**src/rtl/lsu_pkg.sv**
```systemverilog
// lsu_pkg: shared definitions for the load/store unit.
//   SZ_BYTE/SZ_HALF/SZ_WORD : request size encodings (2'b11 behaves as a word)
//   state_t                 : control FSM states
//   is_misaligned()         : alignment check for a size/low-address pair
//   align_lo()              : low address bits with the misaligned part cleared
package lsu_pkg;

  localparam logic [1:0] SZ_BYTE = 2'b00;
  localparam logic [1:0] SZ_HALF = 2'b01;
  localparam logic [1:0] SZ_WORD = 2'b10;

  typedef enum logic [1:0] {
    IDLE   = 2'd0,
    ACCESS = 2'd1,
    MERGE  = 2'd2,
    RESP   = 2'd3
  } state_t;

  // Bytes are always aligned; anything that is not a byte or half is a word.
  function automatic logic is_misaligned(input logic [1:0] size, input logic [1:0] addr_lo);
    case (size)
      SZ_BYTE: return 1'b0;
      SZ_HALF: return addr_lo[0];
      default: return addr_lo != 2'b00;
    endcase
  endfunction

  function automatic logic [1:0] align_lo(input logic [1:0] size, input logic [1:0] addr_lo);
    case (size)
      SZ_BYTE: return addr_lo;
      SZ_HALF: return {addr_lo[1], 1'b0};
      default: return 2'b00;
    endcase
  endfunction

endpackage

```
**src/rtl/lsu_align.sv**
```systemverilog
// lsu_align: combinational lane logic for the load/store unit.
//   size, addr_lo  : access size and byte offset within the word
//   is_unsigned    : zero-extend sub-word loads instead of sign-extending
//   rdata          : word read from memory (load path)
//   old_word       : previously read word (store merge path)
//   wdata          : right-aligned store data
//   load_data      : extracted and extended load result
//   merged         : old_word with the addressed lane replaced by wdata
module lsu_align
  import lsu_pkg::*;
(
  input  logic [1:0]  size,
  input  logic [1:0]  addr_lo,
  input  logic        is_unsigned,
  input  logic [31:0] rdata,
  input  logic [31:0] old_word,
  input  logic [31:0] wdata,
  output logic [31:0] load_data,
  output logic [31:0] merged
);

  logic [7:0]  byte_lane;
  logic [15:0] half_lane;

  always_comb begin
    case (addr_lo)
      2'd0:    byte_lane = rdata[7:0];
      2'd1:    byte_lane = rdata[15:8];
      2'd2:    byte_lane = rdata[23:16];
      default: byte_lane = rdata[31:24];
    endcase
    half_lane = addr_lo[1] ? rdata[31:16] : rdata[15:0];

    case (size)
      SZ_BYTE: load_data = {{24{~is_unsigned & byte_lane[7]}}, byte_lane};
      SZ_HALF: load_data = {{16{~is_unsigned & half_lane[15]}}, half_lane};
      default: load_data = rdata;
    endcase
  end

  always_comb begin
    merged = old_word;
    case (size)
      SZ_BYTE: begin
        case (addr_lo)
          2'd0:    merged[7:0]   = wdata[7:0];
          2'd1:    merged[15:8]  = wdata[7:0];
          2'd2:    merged[23:16] = wdata[7:0];
          default: merged[31:24] = wdata[7:0];
        endcase
      end
      SZ_HALF: begin
        if (addr_lo[1]) merged[31:16] = wdata[15:0];
        else            merged[15:0]  = wdata[15:0];
      end
      default: merged = wdata;
    endcase
  end

endmodule

```
**src/rtl/lsu.sv**
```systemverilog
// lsu: load/store unit between the memory stage and a word-addressed memory.
// Byte/half/word loads and stores; sub-word stores use read-modify-write.
//   clk, reset                 : clock, asynchronous active-low reset
//   in_valid/in_ready          : request handshake (ready only in IDLE)
//   in_we, in_size, in_unsigned, in_addr, in_wdata : request fields
//   out_valid, out_rdata, out_err : one-cycle response
//   dm_addr, dm_wdata, dm_we, dm_re, dm_rdata : word memory port
// Optional feature macro LSU_MISALIGN_EXC_EN: misaligned requests skip memory
// and respond with out_err; otherwise they are force-aligned.
module lsu
  import lsu_pkg::*;
#(
  parameter int DM_WORDS = 1024
) (
  input  logic        clk,
  input  logic        reset,
  input  logic        in_valid,
  output logic        in_ready,
  input  logic        in_we,
  input  logic [1:0]  in_size,
  input  logic        in_unsigned,
  input  logic [31:0] in_addr,
  input  logic [31:0] in_wdata,
  output logic        out_valid,
  output logic [31:0] out_rdata,
  output logic        out_err,
  output logic [31:0] dm_addr,
  output logic [31:0] dm_wdata,
  output logic        dm_we,
  output logic        dm_re,
  input  logic [31:0] dm_rdata
);

  localparam int AW = $clog2(DM_WORDS);

  state_t          state_reg, state_next;
  logic            we_reg;
  logic [1:0]      size_reg;
  logic            uns_reg;
  logic [AW+1:0]   addr_reg;
  logic [31:0]     wdata_reg;
  logic [31:0]     old_reg;
  logic [31:0]     result_reg;
  logic [31:0]     load_data;
  logic [31:0]     merged;
  logic            accept;
  logic            sub_word;

  // Address bits above the memory range wrap and are deliberately dropped.
  logic unused_addr_bits;
  assign unused_addr_bits = ^in_addr[31:AW+2];

  assign accept   = in_valid && (state_reg == IDLE);
  assign sub_word = (size_reg == SZ_BYTE) || (size_reg == SZ_HALF);

`ifdef LSU_MISALIGN_EXC_EN
  logic req_mis;
  logic err_reg;
  assign req_mis = is_misaligned(in_size, in_addr[1:0]);
`endif

  lsu_align u_align (
    .size        (size_reg),
    .addr_lo     (addr_reg[1:0]),
    .is_unsigned (uns_reg),
    .rdata       (dm_rdata),
    .old_word    (old_reg),
    .wdata       (wdata_reg),
    .load_data   (load_data),
    .merged      (merged)
  );

  always_ff @(posedge clk or negedge reset) begin
    if (!reset) state_reg <= IDLE;
    else        state_reg <= state_next;
  end

  // Strobes decode from state alone so a reset drops them asynchronously.
  always_comb begin
    state_next = state_reg;
    dm_we      = 1'b0;
    dm_re      = 1'b0;
    case (state_reg)
      IDLE: begin
        if (accept) begin
`ifdef LSU_MISALIGN_EXC_EN
          state_next = req_mis ? RESP : ACCESS;
`else
          state_next = ACCESS;
`endif
        end
      end
      ACCESS: begin
        if (we_reg && !sub_word) begin
          dm_we      = 1'b1;
          state_next = RESP;
        end else begin
          dm_re      = 1'b1;
          state_next = we_reg ? MERGE : RESP;
        end
      end
      MERGE: begin
        dm_we      = 1'b1;
        state_next = RESP;
      end
      RESP:    state_next = IDLE;
      default: state_next = IDLE;
    endcase
  end

  always_ff @(posedge clk or negedge reset) begin
    if (!reset) begin
      we_reg     <= 1'b0;
      size_reg   <= SZ_BYTE;
      uns_reg    <= 1'b0;
      addr_reg   <= '0;
      wdata_reg  <= '0;
      old_reg    <= '0;
      result_reg <= '0;
`ifdef LSU_MISALIGN_EXC_EN
      err_reg    <= 1'b0;
`endif
    end else begin
      if (accept) begin
        we_reg     <= in_we;
        size_reg   <= in_size;
        uns_reg    <= in_unsigned;
        // Force-aligning is harmless when misaligned requests are trapped,
        // since those never touch memory.
        addr_reg   <= {in_addr[AW+1:2], align_lo(in_size, in_addr[1:0])};
        wdata_reg  <= in_wdata;
        result_reg <= '0;
`ifdef LSU_MISALIGN_EXC_EN
        err_reg    <= req_mis;
`endif
      end
      if (state_reg == ACCESS) begin
        if (we_reg) old_reg    <= dm_rdata;
        else        result_reg <= load_data;
      end
    end
  end

  assign in_ready  = (state_reg == IDLE);
  assign out_valid = (state_reg == RESP);
  assign out_rdata = result_reg;
  assign dm_addr   = 32'(addr_reg[AW+1:2]);
  assign dm_wdata  = (state_reg == MERGE) ? merged : wdata_reg;

`ifdef LSU_MISALIGN_EXC_EN
  assign out_err = (state_reg == RESP) && err_reg;
`else
  assign out_err = 1'b0;
`endif

endmodule

```
**config.mk**
```make
export PLATFORM = sky130hd
export DESIGN_NAME = lsu
export DESIGN_NICKNAME = d
export VERILOG_FILES = /design/src/rtl/lsu_pkg.sv /design/src/rtl/lsu_align.sv /design/src/rtl/lsu.sv
export SDC_FILE = /design/constraint.sdc
export NUM_CORES = 1
export LEC_CHECK = 0
export ABC_AREA = 1
export CAP_MARGIN = 30
export CORE_UTILIZATION = 49
export CTS_BUF_LIST = sky130_fd_sc_hd__clkbuf_8
export CTS_CLUSTER_SIZE = 10
export DETAILED_ROUTE_END_ITERATION = 8
export PLACE_DENSITY = 0.84
export SYNTH_ARGS = -nofsm -noshare
export SYNTH_HDL_FRONTEND = slang
export SYNTH_SLANG_ARGS = --single-unit
export TNS_END_PERCENT = 5
```
**constraint.sdc**
```tcl
create_clock -name clk -period 1.7 [get_ports clk]
set_input_delay 0.17 -clock clk [delete_from_list [all_inputs] [get_ports clk]]
set_output_delay 0.17 -clock clk [all_outputs]
set_load 0.02 [all_outputs]
```
==> metrics.txt <==
# TYPE chip_impl_metric gauge
chip_impl_metric{name="async_flop_share",unit="%"} 100
chip_impl_info{name="setup.worst_path.end_class",value="output port"} 1
chip_impl_metric{name="via_count_of_the_first_global_routing_pass",unit=""} 6949
chip_impl_metric{name="synth_area_per_cell",unit="sq um"} 6.98
chip_impl_metric{name="num_vias",unit=""} 7319
chip_impl_info{name="hold_path.class",value="input pin to async pin"} 1
chip_impl_metric{name="finClkSkew",unit="ns"} 0.00950
chip_impl_info{name="synth_ff_type",value="dfrtp_1"} 1
chip_impl_metric{name="wl_per_cell",unit="um"} 16.3
chip_impl_metric{name="crit_required",unit="ns"} 1.53
chip_impl_metric{name="floorplan.initialDensity",unit="%"} 50.8
chip_impl_metric{name="internal_power",unit="mW"} 11.0
chip_impl_info{name="setup_repair_after_global_routing_missed_its_margin",value="yes"} 1
chip_impl_metric{name="post-route-drc-count",unit=""} 0
chip_impl_metric{name="timing.reg2reg.setup_slack",unit="ns"} -0.01
chip_impl_metric{name="period_minus_slack",unit="ns"} 2.08
chip_impl_metric{name="synth_sequential_area_ratio",unit="%"} 42.1
chip_impl_metric{name="row_count",unit=""} 42
chip_impl_metric{name="synthDistinctLibCells",unit=""} 33
chip_impl_metric{name="netlist_instances",unit=""} 972
chip_impl_metric{name="detail_route.vias_per_cell",unit=""} 5.40
chip_impl_info{name="synth_top_area_cell",value="dfrtp_1"} 1
chip_impl_metric{name="finalSetupViolations",unit=""} 34
chip_impl_metric{name="drt-initial-drc-count",unit=""} 768
chip_impl_metric{name="cp.arrival",unit="ns"} 1.91
chip_impl_metric{name="numClockSinks",unit=""} 114
chip_impl_metric{name="dr.pass1.iters",unit=""} 6
chip_impl_metric{name="die-area",unit="sq um"} 14300
chip_impl_metric{name="finalHoldViolations",unit=""} 0
chip_impl_metric{name="layout-drive-gt1-share",unit="%"} 16.1
chip_impl_info{name="cp-start-kind",value="register"} 1
chip_impl_metric{name="cap_violations",unit=""} 0
chip_impl_metric{name="placement.io_buffers",unit=""} 160
chip_impl_info{name="most_numerous_cell_types_in_the_synthesized_netlist",value="374 x nand2_1, 114 x dfrtp_1, 74 x inv_1"} 1
chip_impl_metric{name="p_clk_share",unit="%"} 14.2
chip_impl_info{name="outcome",value="finished with violations"} 1
chip_impl_metric{name="die_w",unit="um"} 120
chip_impl_metric{name="yosysWarnings",unit=""} 0
chip_impl_metric{name="syn2layout_area_growth",unit="%"} 42.1
chip_impl_metric{name="preCtsSetupSlack",unit="ns"} -0.319
chip_impl_metric{name="number_of_enable_type_register_cells_in_the_synthesized_netlist",unit=""} 0
chip_impl_metric{name="worstSkewPairLatency",unit="ns"} 0.44
chip_impl_info{name="clock-root-buffer",value="clkbuf_8"} 1
chip_impl_metric{name="ff2ff_path_depth",unit=""} 9
chip_impl_metric{name="area_of_the_placeable_core",unit="sq um"} 13300
chip_impl_metric{name="cts.path.max_buffers",unit=""} 2
chip_impl_metric{name="finish.utilization",unit="%"} 72.2
chip_impl_metric{name="p_sw_share",unit="%"} 44.8
chip_impl_metric{name="globalRouteOverflowTotal",unit=""} 0
chip_impl_metric{name="clk_pin_slew_worst_paths",unit="ns"} 0.08
chip_impl_info{name="post_synth_main_area_contributors",value="dfrtp_1 42%, nand2_1 21%, o21ai_0 4.8%"} 1
chip_impl_metric{name="grt_use_total",unit="%"} 31.6
chip_impl_metric{name="numCtsBuffers",unit=""} 17
chip_impl_metric{name="die_height",unit="um"} 120
chip_impl_metric{name="total_leakage_power",unit="nW"} 4.91
chip_impl_info{name="yosysMostFrequentCell",value="nand2_1"} 1
chip_impl_metric{name="htreeDepth",unit=""} 4
chip_impl_metric{name="comb_power_share",unit="%"} 59.5
chip_impl_metric{name="crit_path_max_fanout",unit=""} 7
chip_impl_metric{name="io_pins",unit=""} 204
chip_impl_info{name="path_class",value="register to output port"} 1
chip_impl_metric{name="power.ir.vdd_worst",unit="mV"} 1.08
chip_impl_metric{name="gp_congestion",unit=""} 0.933
chip_impl_info{name="tritoncts",value="done"} 1
chip_impl_metric{name="finalWirelength",unit="um"} 22100
chip_impl_metric{name="post-route-period-util",unit="%"} 122
chip_impl_metric{name="power.density_cell_area",unit="nW/um^2"} 2060
chip_impl_metric{name="final.setup.worst_slack",unit="ns"} -0.379
chip_impl_metric{name="fmax",unit="MHz"} 481
chip_impl_metric{name="instance_count_after_placement_with_tap_cells_included",unit=""} 1310
chip_impl_metric{name="mappedNetlistArea",unit="sq um"} 6780
chip_impl_metric{name="grt_max_degree",unit=""} 47
chip_impl_metric{name="final_net_count",unit=""} 1274
chip_impl_metric{name="detail-route-antenna-nets",unit=""} 0
chip_impl_metric{name="timing.final.max_slew_violations",unit=""} 0
chip_impl_info{name="failed_checks",value="setup timing"} 1
chip_impl_metric{name="total_of_flip_flops_plus_latches_after_synthesis",unit=""} 114
chip_impl_metric{name="detailedPlacementHpwl",unit="um"} 15600
chip_impl_metric{name="power",unit="mW"} 19.9
chip_impl_metric{name="num_antenna_cells",unit=""} 0
chip_impl_metric{name="layout.cells.non_filler",unit=""} 1355
chip_impl_metric{name="placed_cell_area",unit="sq um"} 8910
chip_impl_metric{name="final_area",unit="sq um"} 9630
chip_impl_metric{name="power.switching",unit="mW"} 8.89
chip_impl_metric{name="synth_largest_type_area_fraction",unit="%"} 42.1
chip_impl_metric{name="wire_length_of_the_first_global_routing_pass",unit="um"} 35000
chip_impl_metric{name="grt_antenna_before_repair",unit=""} 0
chip_impl_metric{name="seq_power_share",unit="%"} 26.2
-- worst max-delay path, stage by stage (launching register included) --
cell and delay [ns]:
dfrtp_2 0.47, buf_6 0.15, clkinv_8 0.07, nand2_4 0.07
buf_12 0.14, o211ai_1 0.18, o21ai_1 0.10, nand2_1 0.08
nand2_1 0.05, buf_4 0.15
-- area by class of cell --
cell class                 instances  area (sq um)
clock buffer                      20           275
clock inverter                    11           161
timing repair buffer             244          2490
fill                            1037          3710
tap                              176           220
inverter                          83           327
sequential                       114          2860
multi-input combinational        707          3300
-- metrics by stage --
stage / hold slack, ns / TNS [ns]
global route: 0.124 / -13.84
global placement: 0.0320 / -7.75
floorplan: -0.126 / 0
detailed placement: 0.0359 / -8.48
finish: 0.119 / -10.04
CTS: 0.117 / -9.54
-- cells in the final DEF, fill, tap and decap left out, drive strengths merged, types with 7 or more instances in the layout --
master,n
nor2,66
dfrtp,114
o22ai,13
o211ai,25
nand3,32
conb,23
o21ai,114
inv,84
a21oi,34
clkdlybuf4s50,123
clkbuf,21
nand2,376
buf,117
a22oi,7
-- path summary, 6_finish.rpt --
kind                                                 from                         to
worst max-delay path              addr_reg[1]$_DFFE_PN0P_                dm_wdata[8]
worst min-delay path                                reset     old_reg[0]$_DFFE_PN0P_
worst max register to register    addr_reg[1]$_DFFE_PN0P_     out_rdata[3]$_DFF_PN0_
worst min register to register  wdata_reg[22]$_DFFE_PN0P_  wdata_reg[22]$_DFFE_PN0P_
max in group asynchronous                           reset    out_rdata[13]$_DFF_PN0_
min in group clk                               in_addr[5]    addr_reg[5]$_DFFE_PN0P_
-- power groups by stage --
stage               clock network [mW]  logic, mW  registers (mW)
finish                            2.83       11.8            5.21
global route                      2.96       12.9            5.31
CTS                               2.85       11.4            5.12
detailed placement                   0       11.0            5.12
global placement                     0       10.8            5.10
floorplan                            0       6.17            5.25
-- timing repair --
action | in CTS | in global routing
hold endpoints to repair | 114 | 0
setup endpoints to repair | 64 | 74
gates resized for setup | 211 | 24
pin swaps | 11 | 8
setup buffers | 10 | 0
cloned | 3 | 1
hold buffers | 1 | 0
-- metal layers --
metal | vias up | GRT usage, % | wire (um)
met1 | 3374 | 41.4 | 9130
met3 | 76 | 7.56 | 2090
met5 | - | 0 | 0
met2 | 434 | 48.7 | 10000
li1 | 3435 | - | -
met4 | 0 | 15.9 | 881
-- logic make-up (layout without fill, tap and decap cells) --
family	after synthesis	after routing	share of synthesized area (%)
flip-flops	114	114	42.1
AO/OA/AOI/OAI	203	203	16.9
adder cells (fa/ha/maj)	4	4	0.738
multiplexers	2	2	0.332
other	1	23	0.0553
AND/OR/NAND/NOR	474	475	27.7
buffers and inverters	174	358	12.3
Power figures use the tool's default switching activity.
